==> src/rtl/axi_wr_pkg.sv <==
// Shared types and constants for the AXI4 stream write master.
package axi_wr_pkg;

  typedef enum logic [2:0] {IDLE, CALC, AW, W, B, DONE} wr_state_t;

  localparam int BOUNDARY_4K = 4096;

  localparam logic [1:0] RESP_OKAY   = 2'b00;
  localparam logic [1:0] RESP_SLVERR = 2'b10;

endpackage

==> src/rtl/stream_fifo.sv <==
// Show-ahead synchronous FIFO with level output and a synchronous flush.
module stream_fifo #(
  parameter int DSIZE = 32,
  parameter int DEPTH = 32
) (
  input  logic                     clock,
  input  logic                     rst,
  input  logic                     push,
  input  logic                     pop,
  input  logic                     flush,
  input  logic [DSIZE-1:0]         din,
  output logic [DSIZE-1:0]         dout,
  output logic                     full,
  output logic                     empty,
  output logic [$clog2(DEPTH):0]   level
);

  localparam int AW = $clog2(DEPTH);
  localparam logic [AW:0] PTR_ONE = {{AW{1'b0}}, 1'b1};

  logic [DSIZE-1:0] mem_q [DEPTH];
  logic [AW:0]      wr_ptr_q, wr_ptr_d;
  logic [AW:0]      rd_ptr_q, rd_ptr_d;
  logic             do_push, do_pop;

  // Pointers carry one extra wrap bit so full and empty are distinguishable.
  assign level = wr_ptr_q - rd_ptr_q;
  assign full  = (level == (AW+1)'(DEPTH));
  assign empty = (wr_ptr_q == rd_ptr_q);
  assign dout  = mem_q[rd_ptr_q[AW-1:0]];

  always_comb begin
    do_push  = push && !full;
    do_pop   = pop && !empty;
    wr_ptr_d = wr_ptr_q;
    rd_ptr_d = rd_ptr_q;
    if (flush) begin
      wr_ptr_d = '0;
      rd_ptr_d = '0;
    end else begin
      if (do_push) wr_ptr_d = wr_ptr_q + PTR_ONE;
      if (do_pop)  rd_ptr_d = rd_ptr_q + PTR_ONE;
    end
  end

  always_ff @(posedge clock or posedge rst) begin
    if (rst) begin
      wr_ptr_q <= '0;
      rd_ptr_q <= '0;
    end else begin
      wr_ptr_q <= wr_ptr_d;
      rd_ptr_q <= rd_ptr_d;
    end
  end

  always_ff @(posedge clock) begin
    if (do_push && !flush) mem_q[wr_ptr_q[AW-1:0]] <= din;
  end

endmodule

==> src/rtl/axi4_stream_wr_master.sv <==
// Stream-to-AXI4 write DMA: buffers beats and issues one 4KB-safe INCR burst at a time.
// Optional B-response watchdog enabled by defining AXI4_WR_BTIMEOUT_EN.
module axi4_stream_wr_master
  import axi_wr_pkg::*;
#(
  parameter int ASIZE          = 32,
  parameter int LSIZE          = 8,
  parameter int DSIZE          = 32,
  parameter int MAX_BURST      = 16,
  parameter int FIFO_DEPTH     = 32,
  parameter int LEN_W          = 16,
  parameter int TIMEOUT_CYCLES = 1024
) (
  input  logic             clock,
  input  logic             rst,
  input  logic             start,
  input  logic [ASIZE-1:0] base_addr,
  input  logic [LEN_W-1:0] total_beats,
  input  logic             in_valid,
  input  logic [DSIZE-1:0] in_data,
  output logic             in_ready,
  output logic [ASIZE-1:0] axi_awaddr,
  output logic [LSIZE-1:0] axi_awlen,
  output logic             axi_awvalid,
  input  logic             axi_awready,
  output logic [DSIZE-1:0] axi_wdata,
  output logic             axi_wlast,
  output logic             axi_wvalid,
  input  logic             axi_wready,
  input  logic [1:0]       axi_bresp,
  input  logic             axi_bvalid,
  output logic             axi_bready,
  output logic             busy,
  output logic             done,
  output logic             err,
  output wr_state_t        dbg_state
);

  // Handshakes: a transfer occurs on a cycle where valid && ready are both high
  // at the rising clock edge; a raised valid and its payload hold until then.

  localparam int BPB       = DSIZE / 8;
  localparam int BPB_SHIFT = $clog2(BPB);
  localparam int BW        = $clog2(MAX_BURST) + 1;
  localparam int LW        = $clog2(FIFO_DEPTH) + 1;

  wr_state_t        state_q, state_d;
  logic [ASIZE-1:0] cur_addr_q, cur_addr_d;
  logic [LEN_W-1:0] remaining_q, remaining_d;
  logic [LEN_W-1:0] total_q, total_d;
  logic [LEN_W-1:0] accepted_q, accepted_d;
  logic [BW-1:0]    blen_q, blen_d;
  logic [BW-1:0]    beat_cnt_q, beat_cnt_d;
  logic             err_q, err_d;

`ifdef AXI4_WR_BTIMEOUT_EN
  localparam int TW = $clog2(TIMEOUT_CYCLES) + 1;
  logic [TW-1:0]    to_cnt_q, to_cnt_d;
`endif

  logic             fifo_push, fifo_pop, fifo_flush;
  logic             fifo_full, fifo_empty;
  logic [DSIZE-1:0] fifo_dout;
  logic [LW-1:0]    fifo_level;

  logic [12:0]      bytes_to_4k, beats_to_4k;
  logic [BW-1:0]    blen_calc;

  stream_fifo #(
    .DSIZE (DSIZE),
    .DEPTH (FIFO_DEPTH)
  ) u_fifo (
    .clock (clock),
    .rst   (rst),
    .push  (fifo_push),
    .pop   (fifo_pop),
    .flush (fifo_flush),
    .din   (in_data),
    .dout  (fifo_dout),
    .full  (fifo_full),
    .empty (fifo_empty),
    .level (fifo_level)
  );

  // Burst length is the tightest of: beats left, burst cap, beats to the 4KB page end.
  always_comb begin
    bytes_to_4k = 13'(BOUNDARY_4K) - {1'b0, cur_addr_q[11:0]};
    beats_to_4k = bytes_to_4k >> BPB_SHIFT;
    blen_calc   = BW'(MAX_BURST);
    if (remaining_q < LEN_W'(MAX_BURST)) blen_calc = remaining_q[BW-1:0];
    if (beats_to_4k < 13'(blen_calc))    blen_calc = beats_to_4k[BW-1:0];
  end

  always_comb begin
    state_d     = state_q;
    cur_addr_d  = cur_addr_q;
    remaining_d = remaining_q;
    total_d     = total_q;
    blen_d      = blen_q;
    beat_cnt_d  = beat_cnt_q;
    err_d       = err_q;
`ifdef AXI4_WR_BTIMEOUT_EN
    to_cnt_d    = '0;
`endif
    axi_awaddr  = '0;
    axi_awlen   = '0;
    axi_awvalid = 1'b0;
    axi_wdata   = '0;
    axi_wlast   = 1'b0;
    axi_wvalid  = 1'b0;
    axi_bready  = 1'b0;
    done        = 1'b0;
    fifo_pop    = 1'b0;
    fifo_flush  = 1'b0;

    busy       = (state_q != IDLE);
    in_ready   = busy && !fifo_full && (accepted_q < total_q);
    fifo_push  = in_valid && in_ready;
    accepted_d = accepted_q + LEN_W'(fifo_push);

    case (state_q)
      IDLE: begin
        if (start) begin
          cur_addr_d  = base_addr & ~ASIZE'(BPB - 1);
          remaining_d = total_beats;
          total_d     = total_beats;
          accepted_d  = '0;
          err_d       = 1'b0;
          state_d     = (total_beats == '0) ? DONE : CALC;
        end
      end
      CALC: begin
        blen_d = blen_calc;
        // Waiting for the whole burst keeps W from stalling while the interconnect is locked.
        if (int'(fifo_level) >= int'(blen_calc)) state_d = AW;
      end
      AW: begin
        axi_awvalid = 1'b1;
        axi_awaddr  = cur_addr_q;
        axi_awlen   = LSIZE'(blen_q - BW'(1));
        if (axi_awready) begin
          beat_cnt_d = '0;
          state_d    = W;
        end
      end
      W: begin
        axi_wvalid = !fifo_empty;
        axi_wdata  = fifo_empty ? '0 : fifo_dout;
        axi_wlast  = axi_wvalid && (beat_cnt_q == blen_q - BW'(1));
        if (axi_wvalid && axi_wready) begin
          fifo_pop   = 1'b1;
          beat_cnt_d = beat_cnt_q + BW'(1);
          if (axi_wlast) begin
            beat_cnt_d = '0;
            state_d    = B;
          end
        end
      end
      B: begin
        axi_bready = 1'b1;
        if (axi_bvalid) begin
          err_d       = err_q | (axi_bresp != RESP_OKAY);
          cur_addr_d  = cur_addr_q + (ASIZE'(blen_q) << BPB_SHIFT);
          remaining_d = remaining_q - LEN_W'(blen_q);
          state_d     = (remaining_d == '0) ? DONE : CALC;
        end
`ifdef AXI4_WR_BTIMEOUT_EN
        else if (to_cnt_q == TW'(TIMEOUT_CYCLES - 1)) begin
          err_d   = 1'b1;
          state_d = DONE;
        end else begin
          to_cnt_d = to_cnt_q + TW'(1);
        end
`endif
      end
      DONE: begin
        done       = 1'b1;
        fifo_flush = 1'b1;
        state_d    = IDLE;
      end
      default: state_d = IDLE;
    endcase
  end

  always_ff @(posedge clock or posedge rst) begin
    if (rst) begin
      state_q     <= IDLE;
      cur_addr_q  <= '0;
      remaining_q <= '0;
      total_q     <= '0;
      accepted_q  <= '0;
      blen_q      <= '0;
      beat_cnt_q  <= '0;
      err_q       <= 1'b0;
`ifdef AXI4_WR_BTIMEOUT_EN
      to_cnt_q    <= '0;
`endif
    end else begin
      state_q     <= state_d;
      cur_addr_q  <= cur_addr_d;
      remaining_q <= remaining_d;
      total_q     <= total_d;
      accepted_q  <= accepted_d;
      blen_q      <= blen_d;
      beat_cnt_q  <= beat_cnt_d;
      err_q       <= err_d;
`ifdef AXI4_WR_BTIMEOUT_EN
      to_cnt_q    <= to_cnt_d;
`endif
    end
  end

  assign err       = err_q;
  assign dbg_state = state_q;

endmodule

==> config.mk <==
export PLATFORM = sky130hd
export DESIGN_NAME = axi4_stream_wr_master
export DESIGN_NICKNAME = d
export VERILOG_FILES = /design/src/rtl/axi_wr_pkg.sv /design/src/rtl/stream_fifo.sv /design/src/rtl/axi4_stream_wr_master.sv
export SDC_FILE = /design/constraint.sdc
export NUM_CORES = 1
export LEC_CHECK = 0
export BUFFER_PORTS_ARGS = -buffer_cell sky130_fd_sc_hd__buf_4
export CORE_MARGIN = 5
export CORE_UTILIZATION = 30
export CTS_BUF_LIST = sky130_fd_sc_hd__clkbuf_4 sky130_fd_sc_hd__clkbuf_8
export CTS_CLUSTER_DIAMETER = 40
export DETAILED_ROUTE_END_ITERATION = 8
export PLACE_DENSITY = 0.49
export SLEW_MARGIN = 40
export SYNTH_ARGS = -nofsm -noshare
export SYNTH_HDL_FRONTEND = slang
export SYNTH_HIERARCHICAL = 1
export SYNTH_SLANG_ARGS = --single-unit
==> constraint.sdc <==
create_clock -name clock -period 18.7 [get_ports clock]
set_clock_uncertainty 0.15 [all_clocks]
set_input_delay 4.675 -clock clock [delete_from_list [all_inputs] [get_ports clock]]
set_output_delay 4.675 -clock clock [all_outputs]
set_load 0.02 [all_outputs]
Word-level counts from Yosys, hierarchy flattened --
Memories as Yosys holds them, arrays and structs flattened. Index checks and enable logic that the tools add are counted.
Word-level totals: input port bits 89, logic and storage cells 107, bits in writable memories 1024, memories kept 1, bits in registers 106
Memories:
- u_fifo.mem_q | depth 32, bits a word 32, rd ports 1, clocked after Yosys merged registers in 0, wr ports 1, RTL line stream_fifo.sv:21 | logic [DSIZE-1:0] mem_q [DEPTH];
Operators by class: $add $sub $neg 10, reduce and logical (&&, ||, !) cells 24, equal/unequal tests 14, order comparisons 4, bitwise logic cells 1, mux-type cells 43
Operators by type and width (count):
- two-way mux 32 bit | 5
- two-way mux 16 bit | 4
- one-hot mux 32 bit (2 select lines) | 1
- adder 32 x 7 -> 32 bit | 1
- logical NOT 16 bit | 2
- one-hot mux 16 bit (2 select lines) | 1
- two-way mux 5 bit | 5
- two-way mux 3 bit | 8
- two-way mux 6 bit | 4
- adder 16 x 1 -> 16 bit | 1
- less-than comparator 16 bit | 1
- less-than comparator 16 x 5 -> 1 bit, second input constant | 1
- subtractor 16 x 5 -> 16 bit | 1
- one-hot mux 3 bit (5 select lines) | 1
- subtractor 13 x 12 -> 13 bit, first input constant | 1
- adder 6 x 1 -> 6 bit, second input constant | 2
- != test 2 bit, second input constant | 6
- less-than comparator 11 x 5 -> 1 bit | 1
- two-way mux 1 bit | 11
- one-hot mux 5 bit (2 select lines) | 1
- nonzero test 2 bit | 5
- logical AND 1 bit | 8
- two-way mux 8 bit | 1
- equality test 3 x 2 -> 1 bit, second input constant | 2
- 18 further kinds | 22

Logic depth before layout (Yosys ltp) --
depth after elaboration 10, mapped depth 23

By module --
Netlist, hierarchy kept.
Modules (own cells, without submodules):
- stream_fifo | area an instance 39944.6 µm², cells each 1678, instances 1, seq. area each 31049.8 µm²
- axi4_stream_wr_master | area an instance 6891.6 µm², cells each 837, instances 1, seq. area each 2302.2 µm²

Least setup slack after synthesis --
Ideal clock, no wire load.
path kind input port to flip-flop, from input in_valid, to memory u_fifo.mem_q[15][0], enable pin, arrival 7451 ps, slack 10677 ps, cell stages on the path 5, setup time 421 ps, path buffers 0, cell sequence inv_1 -> a311oi_1 -> nor2b_1 -> o211ai_4 -> nor2_1
On the way: longest elaborated chain between the ends 5
RTL lines:
- start, declared | RTL line axi4_stream_wr_master.sv:19 | input logic in_valid,
- logical AND 1 bit | RTL line axi4_stream_wr_master.sv:118 | fifo_push = in_valid && in_ready;
- net fifo_push | RTL line axi4_stream_wr_master.sv:61 | logic fifo_push, fifo_pop, fifo_flush;
- logical AND 1 bit | RTL line stream_fifo.sv:33 | do_push = push && !full;
- logical AND 1 bit | RTL line stream_fifo.sv:57 | if (do_push && !flush) mem_q[wr_ptr_q[AW-1:0]] <= din;
- two-way mux 1 bit | RTL line stream_fifo.sv:57
- two-way mux 1 bit (not written as such) | RTL line stream_fifo.sv:57
- end, declared | RTL line stream_fifo.sv:21
The timed path passes the listed nets, and every way through them passes these cells.

Final worst setup path --
from register u_fifo.rd_ptr_q[0], to output axi_wdata[9]
On the way: longest elaborated chain between the ends 3, elaborated cells on any way between the ends 4
RTL lines:
- start, declared | RTL line stream_fifo.sv:23 | logic [AW:0] rd_ptr_q, rd_ptr_d;
- start signal, assigned | RTL line stream_fifo.sv:52 | rd_ptr_q <= rd_ptr_d;
- memory (32 x 32 bit)
- net fifo_dout[9] | RTL line axi4_stream_wr_master.sv:63 | logic [DSIZE-1:0] fifo_dout;
- two-way mux 32 bit | RTL line axi4_stream_wr_master.sv:148 | axi_wdata = fifo_empty ? '0 : fifo_dout;
- two-way mux 32 bit | RTL line axi4_stream_wr_master.sv:121 | case (state_q)
- end, declared | RTL line axi4_stream_wr_master.sv:26 | output logic [DSIZE-1:0] axi_wdata,
The timed path passes the listed nets, and every way through them passes these cells.

==> impl_metrics.csv <==
group,metric,value,unit
outcome,outcome,"finished, final reports clean",
worst_setup_path,cp.required,13880,ps
routing,avgViaCountPerCell,5.04,
worst_setup_path,path_max_fanout,46,
synthesis,synth_warnings,6,
floorplanning,boundaryPins,172,
clocking,clk_latency,890,ps
floorplanning,fp.dieArea,0.164,mm²
synthesis,synth_common_cells,"edfxtp_1, mux4_2, nand2_1",
power,clockPowerShare,29.5,%
floorplanning,core_area,0.156,mm²
finish,drive_above_1_share,31.9,%
clocking,cts.path.max_buffers,3,
synthesis,yosys-top-cells-area,"edfxtp_1, mux4_2, dfrtp_1",
clocking,post_cts_buffers,0,
routing,finalWirelength,126000,µm
floorplanning,initial_core_util,30.1,%
synthesis,synth_flop_cell,"edfxtp_1",
sta,finalCritPeriodShare,51.8,%
floorplanning,die_h,405,µm
power,seq_power_share,38.0,%
worst_setup_path,timing.critical_path.from_type,"flop",
worst_setup_path,cp-end-kind,"output pin",
sta,fin_tns_setup,0,ps
power,p_leak,18.4,nW
synthesis,synth_cells,2515,
clocking,cts_root_buf,"clkbuf_8",
floorplanning,std_cell_rows,145,
global_route,grt_pass1_vias,26400,
floorplanning,die_x,405,µm
sta,fmax,103,MHz
synthesis,async_reset_ff_share,9.22,%
synthesis,synth_cell_types,86,
sta,final-setup-viol-count,0,
power,combinationalPowerShare,32.6,%
clocking,hold_buffers,0,
power,p_int,5.60,mW
worst_setup_path,crit_type,"flop to output pin",
finish,nNetsFinal,2951,
sta,period_minus_slack,9680,ps
synthesis,synth_seq_cells,1128,
power,ir_drop,0.0000803,V
synthesis,synth_seq_area_share,71.2,%
place,routabilityCongestion,0.823,
routing,postRouteAntennaNets,0,
synthesis,yosys.area.top_type_share,65.7,%
flow_run,cap_viol_max_count,0,
power,switchingPower,2.77,mW
global_route,grt_max_degree,79,
global_route,grt.overflow.total,0,
clocking,htree_levels,4,
place,dp_hpwl,65500,µm
sta,tightestPinTransition,888,ps
sta,final_max_slew_viol_count,0,
synthesis,synth_edf_count,1024,
synthesis,synth.most_common_cell,"edfxtp_1",
sta,rsz0062_at_grt,"false",
place,place_area,0.0508,mm²
clocking,cts.sinks,1128,
sta,max_slew_margin,40.8,%
routing,firstDrtPassIters,5,
power,powerDensity,151,mW/mm²
clocking,cts_tree,"done",
clocking,numCtsBuffers,203,
routing,wl_per_cell,25.1,µm
synthesis,synth_area_per_cell,18.6,µm²
worst_setup_path,arrival,4850,ps
routing,vias,25400,
synthesis,synth_largest_area_cell,"edfxtp_1",
synthesis,syn_area,0.0468,mm²
global_route,antenna_found_initial,5,
global_route,grtUsageTotal,15.3,%
sta,hold_viol_final,0,
power,swShare,33.1,%
routing,post-route-drc-count,0,
clocking,clk_pin_slew,50,ps
routing,dr.first_iter.drc_count,2157,
global_route,grt_pass1_wl,183000,µm
worst_hold_path,hold_class,"flop to flop",
finish,syn2layout_area_growth,18.1,%
clocking,cts-resized-gates,0,
finish,final_cell_area,0.0553,mm²
place,portBuffers,167,
## registers in the layout, summed over array words and instances (netlist names), 5 cells and up
name / cells
total_q: 16
u_fifo/rd_ptr_q: 6
u_fifo/mem_q: 1024
blen_q: 5
cur_addr_q: 30
remaining_q: 16
beat_cnt_q: 5
accepted_q: 16
u_fifo/wr_ptr_q: 6
## per-layer routing
metal  global-route usage, %  wire (µm)
met5                       0         13
met4                    4.07       2300
met3                    2.93       7100
met2                    25.4      61800
met1                    20.7      55100
## cell usage in the layout, fill, tap and decap left out, drive strengths merged, types with 27 or more instances in the layout
| cell | Yosys | routed |
|---|---|---|
| clkbuf | 76 | 266 |
| and2 | 66 | 66 |
| clkinv | 2 | 72 |
| edfxtp | 1024 | 1024 |
| nand3 | 27 | 27 |
| nand2 | 170 | 170 |
| nor2 | 125 | 125 |
| o21ai | 56 | 56 |
| a21oi | 61 | 61 |
| dfrtp | 104 | 104 |
| buf | 61 | 224 |
| ha | 50 | 50 |
| inv | 55 | 68 |
| mux4 | 320 | 320 |
## path summary, 6_finish.rpt
check | start | slack [ps] | cells after the start | to
min | total_q[0] | 330 | 2 | total_q[0]
min reg2reg | total_q[0] | 330 | 2 | total_q[0]
max in group asynchronous | rst | 13730 | 3 | cur_addr_q[11]
max reg2reg | u_fifo/rd_ptr_q[0] | 11910 | 17 | u_fifo/mem_q[18][26]
min in group asynchronous | rst | 3640 | 2 | accepted_q[15]
max | u_fifo/rd_ptr_q[0] | 9020 | 9 | axi_wdata[9]
## power by group through the flow
stage	clock (mW)	sequential, mW	combinational (mW)
2_1_floorplan	0	3.12	1.95
3_3_place_gp	0	3.25	2.71
3_5_place_dp	0	3.25	2.77
4_1_cts	2.55	3.20	2.78
5_1_grt	2.67	3.20	2.96
6_report	2.47	3.18	2.73
## worst max-delay path, cell delays in order, from the launching register on
cell and delay, ps:
dfrtp_4 740, buf_12 290, buf_6 560, buf_6 600
mux4_2 580, mux4_2 480, nand2_1 110, nand2_1 170
and2_1 190, buf_4 150
## cell families (layout without fill, tap and decap cells)
family,count (synthesis),in the layout,share of synthesized area (%)
other,1,4,0.00801
AND/OR/NAND/NOR,522,522,5.48
buffers and inverters,194,653,1.83
AO/OA/AOI/OAI,248,248,3.64
adder cells (fa/ha/maj),53,53,1.46
flip-flops,1128,1128,71.2
multiplexers,335,335,15.7
XOR/XNOR,34,34,0.636
## through the flow
step	cells	worst slack [ps]	util, %	hold WS, ps	power, mW
CTS	5030	8720	35.5	334	8.52
global placement	4656	9150	32.6	323	5.96
detailed placement	4659	9730	32.6	322	6.01
floorplan	2516	10680	-	297	5.08
finish	5035	9020	35.5	333	8.37
global route	5035	8610	35.5	360	8.83
## cell type report
type	count	area, µm²
Antenna cell	2	5.00
Clock buffer	265	3300
Clock inverter	106	1120
Fill cell	14600	100000
Inverter	57	224
Multi-Input combinational cell	1194	12900
Sequential cell	1128	33400
Tap cell	2058	2570
Timing Repair Buffer	225	1840
(Power assumes the default switching activity.)
